**src/rtl/load_store_unit.sv**
```systemverilog
// load_store_unit: sequences core loads/stores onto a byte-addressed memory port.
// Define MISALIGN_SPLIT_EN to split misaligned accesses into byte beats.
module load_store_unit (
  input  logic        clock,
  input  logic        reset,
  input  logic        req_valid,
  output logic        req_ready,
  input  logic        req_write,
  input  logic [1:0]  req_size,
  input  logic        req_unsigned,
  input  logic [31:0] req_addr,
  input  logic [31:0] req_wdata,
  output logic        rsp_valid,
  output logic [31:0] rsp_rdata,
  output logic        rsp_error,
  output logic        mem_we,
  output logic [1:0]  mem_func_in,
  output logic [2:0]  mem_func_out,
  output logic [31:0] mem_address,
  output logic [31:0] mem_data_in,
  input  logic [31:0] mem_data_out
);

  localparam logic [1:0]  FN_SB = 2'd0;
  localparam logic [1:0]  FN_SH = 2'd1;
  localparam logic [1:0]  FN_SW = 2'd2;
  localparam logic [2:0]  FN_LW = 3'd2;
  localparam logic [2:0]  FN_LBU = 3'd4;
  localparam logic [32:0] LAST_ADDR = 33'd1023;

  typedef enum logic [1:0] {IDLE, BEAT, RESP} state_t;

  state_t      state;
  state_t      state_nx;

  logic        accept;
  logic [1:0]  bytes_m1;
  logic        mis;
  logic        mis_err;
  logic        split_in;
  logic        bmode_in;
  logic        err_in;
  logic [32:0] end_addr;

  logic        r_write;
  logic [1:0]  r_size;
  logic        r_uns;
  logic [31:0] r_addr;
  logic [31:0] r_wdata;
  logic        r_err;
  logic        r_bmode;
  logic [1:0]  r_last;
  logic [1:0]  beat;
  logic [31:0] asm_q;
  logic [7:0]  wbyte;
  logic        sx;

  assign req_ready = (state == IDLE);
  assign accept    = req_valid && req_ready;

  // Request byte count minus one, used for range check and beat count
  always_comb begin
    bytes_m1 = 2'd0;
    unique case (1'b1)
      req_size == 2'd1: bytes_m1 = 2'd1;
      req_size == 2'd2: bytes_m1 = 2'd3;
      default:          bytes_m1 = 2'd0;
    endcase
  end

  assign mis = (req_size == 2'd1 && req_addr[0])
            || (req_size == 2'd2 && req_addr[1:0] != 2'd0);

`ifdef MISALIGN_SPLIT_EN
  assign split_in = mis;
  assign mis_err  = 1'b0;
`else
  assign split_in = 1'b0;
  assign mis_err  = mis;
`endif

  assign end_addr = {1'b0, req_addr} + {31'd0, bytes_m1};
  assign err_in   = (req_size == 2'd3) || (end_addr > LAST_ADDR) || mis_err;
  assign bmode_in = (req_size == 2'd0)
                 || (req_size == 2'd1 && !req_write)
                 || split_in;

  // State register
  always_ff @(posedge clock or negedge reset) begin
    if (!reset) state <= IDLE;
    else        state <= state_nx;
  end

  // Next state: errors skip straight to the response cycle
  always_comb begin
    state_nx = state;
    unique case (state)
      IDLE:    if (accept) state_nx = err_in ? RESP : BEAT;
      BEAT:    if (beat == r_last) state_nx = RESP;
      RESP:    state_nx = IDLE;
      default: state_nx = IDLE;
    endcase
  end

  // Request latch, beat counter and load assembly register
  always_ff @(posedge clock or negedge reset) begin
    if (!reset) begin
      r_write <= 1'b0;
      r_size  <= 2'd0;
      r_uns   <= 1'b0;
      r_addr  <= '0;
      r_wdata <= '0;
      r_err   <= 1'b0;
      r_bmode <= 1'b0;
      r_last  <= 2'd0;
      beat    <= 2'd0;
      asm_q   <= '0;
    end else if (accept) begin
      r_write <= req_write;
      r_size  <= req_size;
      r_uns   <= req_unsigned;
      r_addr  <= req_addr;
      r_wdata <= req_wdata;
      r_err   <= err_in;
      r_bmode <= bmode_in;
      r_last  <= bmode_in ? bytes_m1 : 2'd0;
      beat    <= 2'd0;
      asm_q   <= '0;
    end else if (state == BEAT) begin
      if (!r_write) begin
        if (r_bmode) asm_q[{beat, 3'b000} +: 8] <= mem_data_out[7:0];
        else         asm_q <= mem_data_out;
      end
      beat <= beat + 2'd1;
    end
  end

  assign wbyte = r_wdata[{beat, 3'b000} +: 8];

  // Memory port: idle outside BEAT
  always_comb begin
    mem_we       = 1'b0;
    mem_func_in  = FN_SB;
    mem_func_out = FN_LBU;
    mem_address  = '0;
    mem_data_in  = '0;
    if (state == BEAT) begin
      mem_we = r_write;
      if (r_bmode) begin
        mem_address = r_addr + {30'd0, beat};
        if (r_write) mem_data_in = {24'd0, wbyte};
      end else begin
        mem_address = r_addr;
        if (r_write) begin
          mem_data_in = r_wdata;
          mem_func_in = (r_size == 2'd1) ? FN_SH : FN_SW;
        end else begin
          mem_func_out = FN_LW;
        end
      end
    end
  end

  assign rsp_valid = (state == RESP);
  assign rsp_error = (state == RESP) && r_err;
  assign sx        = !r_uns;

  // Response data: extend loads, zero for stores and errors
  always_comb begin
    rsp_rdata = '0;
    if (state == RESP && !r_err && !r_write) begin
      unique case (1'b1)
        r_size == 2'd0: rsp_rdata = {{24{sx && asm_q[7]}}, asm_q[7:0]};
        r_size == 2'd1: rsp_rdata = {{16{sx && asm_q[15]}}, asm_q[15:0]};
        default:        rsp_rdata = asm_q;
      endcase
    end
  end

endmodule

```
**config.mk**
```make
export PLATFORM = sky130hd
export DESIGN_NAME = load_store_unit
export DESIGN_NICKNAME = d
export VERILOG_FILES = /design/src/rtl/load_store_unit.sv
export SDC_FILE = /design/constraint.sdc
export NUM_CORES = 1
export LEC_CHECK = 0
export BUFFER_PORTS_ARGS = -buffer_cell sky130_fd_sc_hd__buf_2
export CAP_MARGIN = 30
export CORE_ASPECT_RATIO = 1.4
export CORE_MARGIN = 10
export CORE_UTILIZATION = 56
export DETAILED_ROUTE_END_ITERATION = 16
export PLACE_DENSITY = 0.88
export SYNTH_ARGS = -nofsm -noshare
export SYNTH_HDL_FRONTEND = slang
export SYNTH_SLANG_ARGS = --single-unit
```
**constraint.sdc**
```tcl
create_clock -name clock -period 8.26 [get_ports clock]
set_clock_uncertainty 0.05 [all_clocks]
set_input_delay 1.239 -clock clock [delete_from_list [all_inputs] [get_ports clock]]
set_output_delay 1.239 -clock clock [all_outputs]
set_load 0.01 [all_outputs]
```
* After elaboration in Yosys (flattened, before gate mapping)
Cells that the tools add are included. W data, S select, Z words.
Word-level totals: bits in registers 108, input port bits 103, output and inout bits 105, logic and storage cells 82
Cells by class: $add $sub $neg 4, order comparisons 1, eq/ne operators 10, shift-type cells 3, mux-type cells 29, reductions and logical operators 24
Operator list (number):
- $mux W32 | 10
- $pmux W32 S2 | 1
- $add A32 B2 Y33 | 1
- $gt A33 B10 Y1 const B | 1
- $add A32 B2 Y32 | 1
- $bwmux W32 | 1
- $shift A8 B7 Y32 const A | 1
- $shiftx A32 B6 Y8 | 1
- $shiftx A8 B7 Y32 | 1
- $mux W2 | 10
- $logic_and A1 B1 Y1 | 9
- $mux W3 | 3
- $mux W8 | 1
- $pmux W2 S2 | 2
- $neg A5 Y7 | 1
- $eq A2 B1 Y1 const B | 3
- $eq A2 B2 Y1 const B | 3
- $logic_not A2 Y1 | 3
- $logic_not A1 Y1 | 4
- $logic_or A1 B1 Y1 | 4
- $ne A2 B2 Y1 const B | 2
- $reduce_and A2 Y1 | 2
- $reduce_bool A2 Y1 | 2
- $add A2 B1 Y2 const B | 1
- 3 further kinds | 3

* Logic depth before layout (Yosys ltp)
Gate-level depths: netlist of the first run.
depth after elaboration 9, gate-level depth with buffers 11, depth with buffers taken out 11

* Worst setup path before layout of the first run
OpenSTA, ideal clock, no wires.
kind reg2out, start reg beat[1], end out mem_address[28], data arrival time 3.217 ns, data required time 6.971 ns, slack 3.754 ns, cell stages (with the launch flop) 10, buffers on the path 2, cells stage by stage dfrtp_1 -> inv_1 -> clkbuf_1 -> fa_1 -> or4b_1 -> buf_2 -> or3_4 -> or3_4 -> or3_1 -> a21oi_1
Between the ends: cells in the longest elaborated chain, start to end 3
RTL lines:
- start: declaration | RTL line 53 | logic [1:0] beat;
- start signal: assignment | RTL line 134 | beat <= beat + 2'd1;
- $add A32 B2 Y32 | RTL line 150 | mem_address = r_addr + {30'd0, beat};
- $mux W32 | RTL line 149 | if (r_bmode) begin
- $mux W32 | RTL line 147 | if (state == BEAT) begin
- end: declaration | RTL line 19 | output logic [31:0] mem_address,
No other way between the ends.

* Final worst setup path of the first run
start reg beat[0], end out mem_address[28]
The elaborated chain is that of the path after synthesis.

==> results.cfg, run 1 <==
[run_status]
status = complete, no violations

[yosys]
synth_edf_count = 0
netlist_area_mm2 = 0.00661
synth_top_area_share_pct = 40.9
synth_fp_nets = 962
async_flop_share_pct = 100
netlist_instances = 845
synthTopCellsByCount = 246 x nand2_1, 108 x dfrtp_1, 63 x o21ai_0, 48 x nor2_1, 43 x a21oi_1
synth_warnings = 0
yosysMostFrequentCell = nand2_1
avgSynthCellArea_um2 = 7.83
synth_seq_area_share_pct = 40.9
synth.top_cells.by_area = dfrtp_1 41%, nand2_1 14%, o21ai_0 4.8%, a21oi_1 3.3%, a22oi_1 3.1%
yosysTopAreaCell = dfrtp_1
ys_types = 51
synth_ff_type = dfrtp_1
ys_ff_latch = 108

[floorplanning]
rows = 46
dieWidth_um = 112
die_area_mm2 = 0.0166
die_h_um = 149
start_util_pct = 57.7
core_area_mm2 = 0.0115
io_pins = 208

[sta]
fin_crit_sh_pct = 65.6
finalSetupViolations = 0
worst_pin_slew_ns = 0.992
slew_headroom_pct = 33.4
fmax_ghz = 0.184
worst_hold_slack_ns = 0.431
finalHoldViolations = 0
setup_tns_ns = 0
rsz0062_at_grt = no
maxSlewViolCount = 0
min_period_ns = 5.42

[finish]
layout.nets = 1138
n_fill_cell = 971
syn2layout_area_growth_pct = 21.0
drive_above_1_share_pct = 24.0

[worst_setup_path]
worst-setup-path-type = reg -> out
timing.rr.start = beat[0]
critical_path_required_ns = 6.97
r2r_cells = 6
start_kind = flip-flop
cp_max_fo = 20
cp.arrival_ns = 4.13
crit_path_start = beat[0]
endpoint = mem_address[28]
ff2ff_setup_slack_ns = 5.39
critPathCaptureType = output port
rr_endpoint = asm_q[9]

[min_path]
min-delay-path-class = reg -> reg

[route]
viasPerCell = 5.86
ant_nets = 0
drt_iter0_markers = 543
routedWlPerCell_um = 18.8
post-route-drc-count = 0
dr_total_vias = 6863
firstDrtPassIters = 6
wl_um = 22000

[power]
leakagePower_uw = 0.00410
finalPower_uw = 1260
p_per_area_mw_per_mm2 = 158
vdd_ir_drop_max_v = 0.0000928

[place]
place_congestion = 0.987
port_buffers = 206
hpwl_um = 16700

[clock_network]
cts.clk_slew.worst_paths_ns = 0.08
clock-root-buffer = clkbuf_16
cts.sinks = 108
holdBufCountCts = 0
post_cts_buffers = 0
clk_path_buf_depth = 2
ctsHtreeMaxLevel = 3
cts_tree = built
cts_resized = 0
cts_buffers = 9
clk_latency_ns = 0.35

[global_routing]
grt_pass1_wl_um = 34800
track_usage_pct = 25.4
overflow = 0
antenna_found_initial = 0
grt_pass1_vias = 6818
grt_max_degree = 78

[flow_run]
maxCapViolCount = 0
layout make-up:
cell class | instances | area, µm² | area share (%)
multi-input combinational | 656 | 3600 | 45.0
sequential | 108 | 2700 | 33.8
timing repair buffer | 212 | 1080 | 13.5
clock buffer | 10 | 239 | 2.99
tap | 144 | 180 | 2.25
inverter | 34 | 128 | 1.59
clock inverter | 6 | 70.1 | 0.876
antenna | 1 | 2.50 | 0.0313
registers in the layout, indices dropped and copies added, names as in the netlist:
| name | flops |
|---|---|
| r_err | 1 |
| r_addr | 32 |
| r_bmode | 1 |
| r_uns | 1 |
| r_wdata | 32 |
| asm_q | 32 |
| r_last | 2 |
| state | 2 |
| r_size | 2 |
| r_write | 1 |
| beat | 2 |
power breakdown:
group | internal, µW | switching (µW)
clock network | 246 | 201
registers | 573 | 56.9
logic | 72.1 | 111
total | 891 | 369
critical path, cell delays in order, from the launching register on:
cell,delay [ns]
dfrtp_1,0.78
ha_1,0.29
inv_1,0.06
fa_1,0.45
or4b_1,0.69
or3_4,0.47
or3_4,0.41
or3_1,0.35
a21oi_1,0.14
buf_2,0.14
layer usage:
| layer | part of all wire [%] | routed length [µm] | track usage (%) |
|---|---|---|---|
| met5 | 0 | 0 | 0 |
| met4 | 4.1 | 911 | 11.9 |
| met3 | 7.4 | 1630 | 5.64 |
| met2 | 50 | 10900 | 43.9 |
| met1 | 39 | 8540 | 29.1 |
worst min-delay path by stage:
stage / start / end / slack (ns) / cells past startpoint
5_1_grt: asm_q[1] / asm_q[1] / 0.45 / 1
4_1_cts: r_wdata[5] / r_wdata[5] / 0.43 / 2
2_1_floorplan: r_wdata[0] / r_wdata[0] / 0.39 / 2
6_report: r_wdata[1] / r_wdata[1] / 0.43 / 2
3_5_place_dp: r_wdata[5] / r_wdata[5] / 0.41 / 2
3_3_place_gp: r_wdata[3] / r_wdata[3] / 0.41 / 2
through the flow:
step           setup WS, ns  cell area, µm²  cells  util, %
2_1_floorplan          3.75            6610    845        -
3_3_place_gp           3.26            7690   1154     67.1
3_5_place_dp           3.22            7690   1154     67.1
4_1_cts                2.83            8000   1170     69.8
5_1_grt                2.63            8000   1170     69.8
6_report               2.84            8000   1171     69.9
logic make-up (layout without fill, tap and decap cells):
| family | count (synthesis) | in the layout | share of synthesized area [%] |
|---|---|---|---|
| AOI/OAI and AO/OA | 172 | 172 | 15.6 |
| xor gates and xnor gates | 30 | 30 | 3.97 |
| adders and majority gates | 14 | 14 | 2.88 |
| buffers and inverters | 81 | 262 | 4.73 |
| DFF | 108 | 108 | 40.9 |
| muxes | 13 | 13 | 2.14 |
| other | 1 | 2 | 0.0567 |
| and+or+nand+nor | 426 | 426 | 29.7 |
cell usage in the layout (no fill, tap or decap), types with 10 or more instances in the layout:
cell,netlist,layout
ha_1,12,12
inv_1,34,34
nand3_1,19,19
and3_1,29,29
dfrtp_1,108,108
a22oi_1,27,27
nand2_1,246,245
nand4_1,17,17
xor2_1,21,21
and2_1,14,13
a21oi_1,43,43
nor2_1,48,48
a22o_1,10,10
or3_1,11,11
buf_2,1,205
o21ai_0,63,63
Power figures use the tool's default switching activity.
==> run 2: changes to the inputs <==
- CORE_UTILIZATION: 56 -> 47
- PLACE_DENSITY: 0.88 -> 0.79
- clock period: 8.26 -> 4.95 ns (I/O delays scaled with it)
==> run 2 against run 1 <==
Worst setup slack worse by 2.5 ns. Clock power grew 55%. Routed wire length rose by 0.35%. Largest cell class unchanged. Critical endpoint is now mem_address[30]. Flip-flop and latch count did not move. Sequential share of layout area is 0.27 points lower.
==> results.cfg, run 2 (synthesized netlist as in run 1, its figures left out) <==
[global_routing]
track_usage_pct = 21.6
antenna_found_initial = 1
grt_max_degree = 77
grt_pass1_vias = 6509
grt_pass1_wl_um = 34100
overflow = 0

[sta]
finalSetupViolations = 0
fin_crit_sh_pct = 93.8
worst_pin_slew_ns = 0.987
rsz0062_at_grt = no
setup_tns_ns = 0
slew_headroom_pct = 33.7
finalHoldViolations = 0
min_period_ns = 4.64
maxSlewViolCount = 0
fmax_ghz = 0.215

[place]
hpwl_um = 17100
place_congestion = 0.933
port_buffers = 206
placed_area_mm2 = 0.00775

[clock_network]
ctsHtreeMaxLevel = 3
clk_latency_ns = 0.35
cts.sinks = 108
cts_tree = built
clk_path_buf_depth = 2
clock-root-buffer = clkbuf_16
holdBufCountCts = 0
cts_buffers = 9
post_cts_buffers = 0
cts.clk_slew.worst_paths_ns = 0.08
cts_resized = 0

[route]
wl_met3_um = 1660
drt_iter0_markers = 523
met2WireLength_um = 10600
dr_total_vias = 6794
viasPerCell = 5.60
wl_um = 22100
routedWlPerCell_um = 18.2
ant_nets = 0
m1WireLength_um = 8980
dr.max_layer_used = met4
firstDrtPassIters = 6
post-route-drc-count = 0

[worst_setup_path]
r2r_cells = 7
cpMostUsedCell = or3_4
cpPeakStageDelay_ns = 0.69
cp_max_fo = 13
worst-setup-path-type = reg -> out
path_depth = 8
cp_slowest_cell = or4b_1
start_kind = flip-flop
critPathCaptureType = output port
critical_path_required_ns = 4.16
cp.arrival_ns = 3.85
crit_chain = inv_1, fa_1, or4b_1, or3_4, or3_4, or3_1, a21oi_1, buf_2
path_buf_inv = 2
crit_family = simple AND/OR/NAND/NOR gates

[power]
power_frac_seq_pct = 50.8
p_int_uw = 1430
switching_share_pct = 30.3
clkPwrFrac_pct = 33.7
switchingPower_uw = 623
vdd_ir_drop_max_v = 0.000162
p_per_area_mw_per_mm2 = 255
combPwrFrac_pct = 15.5
leakagePower_uw = 0.00411

[finish]
final_common_cell = nand2_1
biggestRegsByFlops = asm_q (32), r_addr (32), r_wdata (32)
syn2layout_area_growth_pct = 22.0
n_fill_cell = 1352
final_area_mm2 = 0.00807
drive_above_1_share_pct = 24.1
most-common-layout-cells = 245 x nand2_1, 206 x buf_2, 108 x dfrtp_1
layout.nets = 1141

[min_path]
min-delay-path-class = in -> async

[floorplanning]
dieWidth_um = 120
start_util_pct = 47.8
rows = 51
die_h_um = 160
io_pins = 208
die_area_mm2 = 0.0193
core_area_mm2 = 0.0138

[run_status]
status = complete, no violations

[flow_run]
maxCapViolCount = 0
[run 2: area by class of cell]
| type | instances | area [µm²] | share of cell area [%] |
|---|---|---|---|
| clock buffer | 9 | 225 | 2.79 |
| antenna | 1 | 2.50 | 0.0310 |
| clock inverter | 6 | 56.3 | 0.698 |
| multi-input combinational | 656 | 3600 | 44.6 |
| timing repair buffer | 215 | 1120 | 13.9 |
| inverter | 34 | 128 | 1.58 |
| tap | 185 | 231 | 2.87 |
| sequential | 108 | 2700 | 33.5 |
[run 2: power by group through the flow]
| stage | clock network [µW] | logic, µW | registers [µW] |
|---|---|---|---|
| final | 693 | 318 | 1040 |
| after global routing | 743 | 355 | 1050 |
| after CTS | 706 | 315 | 1040 |
| after detailed placement | 0 | 314 | 1060 |
| after global placement | 0 | 309 | 1060 |
| after floorplan | 0 | 198 | 1020 |
[run 2: routing by layer]
metal  vias up  global-route usage [%]
li1       3238                       -
met2       304                    36.8
met1      3205                    25.5
met4         0                    9.30
met5         -                       0
met3        47                    4.88
[run 2: worst paths after layout]
check                           slack (ns)              end  startpoint
max in group asynchronous             3.66      r_wdata[10]       reset
worst max-delay path                  0.31  mem_address[30]     beat[1]
min in group clock                    0.42       r_wdata[3]  r_wdata[3]
worst max register to register        2.26        asm_q[27]     r_bmode
worst min register to register        0.42       r_wdata[3]  r_wdata[3]
worst min-delay path                  0.15       r_addr[16]       reset
[run 2: per-stage QoR]
| stage | instances | util, % | hold WS, ns | power (µW) | setup WS (ns) |
|---|---|---|---|---|---|
| after CTS | 1212 | 58.0 | 0.428 | 2060 | 0.298 |
| after global routing | 1214 | 58.2 | 0.152 | 2150 | 0.0990 |
| final | 1214 | 58.2 | 0.151 | 2050 | 0.309 |
| after floorplan | 845 | - | 0.390 | 1220 | 0.940 |
| after detailed placement | 1197 | 56.0 | 0.408 | 1370 | 0.693 |
| after global placement | 1196 | 56.0 | 0.402 | 1360 | 0.726 |
==> run 3: changes to the inputs <==
- CORE_UTILIZATION: 47 -> 52
- PLACE_DENSITY: 0.79 -> 0.83
- RECOVER_POWER: default -> 100
- SKIP_CTS_REPAIR_TIMING: default -> 1
- clock period: 4.95 -> 5 ns (I/O delays scaled with it)
==> run 3 against run 2 <==
The run now ends with capacitance limit, slew limit left. Final area down 2.6%. Total power shrank 1.5%. First-iteration DRC count fell by 2.3%. Register-to-register slack worse by 1.2 ns. Critical path depth is the same. Via count decreased by 1.7%. Critical endpoint unchanged.
==> results.cfg, run 3 (synthesized netlist as in run 1, its figures left out) <==
[run_status]
status = finished with violations
violations = capacitance limit, slew limit

[clock_network]
clk_latency_ns = 0.34
ctsHtreeMaxLevel = 3
cts.sinks = 108
cts.clk_slew.worst_paths_ns = 0.07
clk_path_buf_depth = 2
clock-root-buffer = clkbuf_16
cts_tree = built
cts_buffers = 9

[place]
place_ws_ns = 0.729
place_congestion = 0.954
port_buffers = 206
hpwl_um = 17300
placed_area_mm2 = 0.00775

[finish]
most-common-layout-cells = 246 x nand2_1, 112 x buf_2, 108 x dfrtp_1
biggestRegsByFlops = asm_q (32), r_addr (32), r_wdata (32)
n_fill_cell = 1171
drive_above_1_share_pct = 14.1
layout.nets = 1142
syn2layout_area_growth_pct = 18.8
multi_input_area_mm2 = 0.00359
final_common_cell = nand2_1
seq_area_mm2 = 0.00270
final_area_mm2 = 0.00786

[floorplanning]
start_util_pct = 53.4
rows = 48
die_area_mm2 = 0.0177
core_area_mm2 = 0.0124
io_pins = 208
dieWidth_um = 115
die_h_um = 153

[route]
drt_iter0_markers = 511
dr_total_vias = 6676
viasPerCell = 5.66
routedWlPerCell_um = 18.8
wl_um = 22200
post-route-drc-count = 0
ant_nets = 0
firstDrtPassIters = 5

[global_routing]
overflow = 0
antenna_found_initial = 1
grt_max_degree = 56
grt_pass1_vias = 6657
track_usage_pct = 24.0
grt_pass1_wl_um = 34700

[power]
switchingPower_uw = 617
finalPower_uw = 2020
combPwrFrac_pct = 15.3
switching_share_pct = 30.5
leakagePower_uw = 0.00366
power_frac_seq_pct = 51.1
p_per_area_mw_per_mm2 = 258
vdd_ir_drop_max_v = 0.000172
p_int_uw = 1410
clkPwrFrac_pct = 33.6

[min_path]
min-delay-path-class = reg -> reg

[sta]
fin_crit_sh_pct = 94.2
fmax_ghz = 0.212
finalSetupViolations = 0
maxSlewViolCount = 202
worst_slack_ns = 0.291
rsz0062_at_grt = no
worst_pin_slew_ns = 2.47
slew_headroom_pct = -64.4
setup_tns_ns = 0
finalHoldViolations = 0
min_period_ns = 4.71

[worst_setup_path]
cp.arrival_ns = 3.91
worst-setup-path-type = reg -> out
critical_path_required_ns = 4.20
start_kind = flip-flop
critPathCaptureType = output port
cp_max_fo = 13

[flow_run]
maxCapViolCount = 6
-- run 3: per-stage QoR --
step | std cells | utilization [%] | hold slack [ns]
6_report | 1180 | 63.5 | 0.429
5_1_grt | 1180 | 63.5 | 0.444
4_1_cts | 1179 | 64.9 | 0.282
3_5_place_dp | 1164 | 62.6 | 0.417
3_3_place_gp | 1163 | 62.4 | 0.405
2_1_floorplan | 845 | - | 0.390
-- run 3: final timing paths --
path / start / to / slack (ns) / cells after the start
setup / recovery: beat[1] / mem_address[30] / 0.29 / 8
hold reg to reg: asm_q[25] / asm_q[25] / 0.43 / 2
hold / removal: asm_q[25] / asm_q[25] / 0.43 / 2
setup reg to reg: r_bmode / asm_q[28] / 1.02 / 7
max in group asynchronous: reset / asm_q[2] / 0.92 / 2
min in group asynchronous: reset / r_addr[21] / 0.69 / 1
-- run 3: power by group through the flow --
stage	registers [µW]	logic, µW	clock network (µW)
after floorplan	1010	196	0
after global placement	1040	301	0
after detailed placement	1050	311	0
after CTS	1030	313	685
after global routing	1040	349	725
final	1030	309	680
-- run 3: layout make-up --
type,instances,area share [%]
Clock inverter,6,0.653
Antenna cell,1,0.0318
Clock buffer,9,2.87
Tap cell,150,2.39
Sequential cell,108,34.4
Multi-Input combinational cell,656,45.7
Inverter,34,1.62
Timing Repair Buffer,216,12.3
-- run 3: routing by layer --
layer / wire length [µm] / GRT usage (%) / share of wire [%]
met4: 822 / 10.0 / 3.7
met1: 8870 / 28.7 / 40
met5: 0 / 0 / 0
met3: 1610 / 5.60 / 7.3
met2: 10900 / 39.9 / 49
-- run 3: critical path, stage by stage, from the launching register on --
cell and delay (ns):
dfrtp_1 0.49, inv_1 0.25, fa_1 0.53, or4b_1 0.67
or3_1 0.51, or3_4 0.44, or3_1 0.36, a21oi_1 0.14
clkbuf_1 0.17
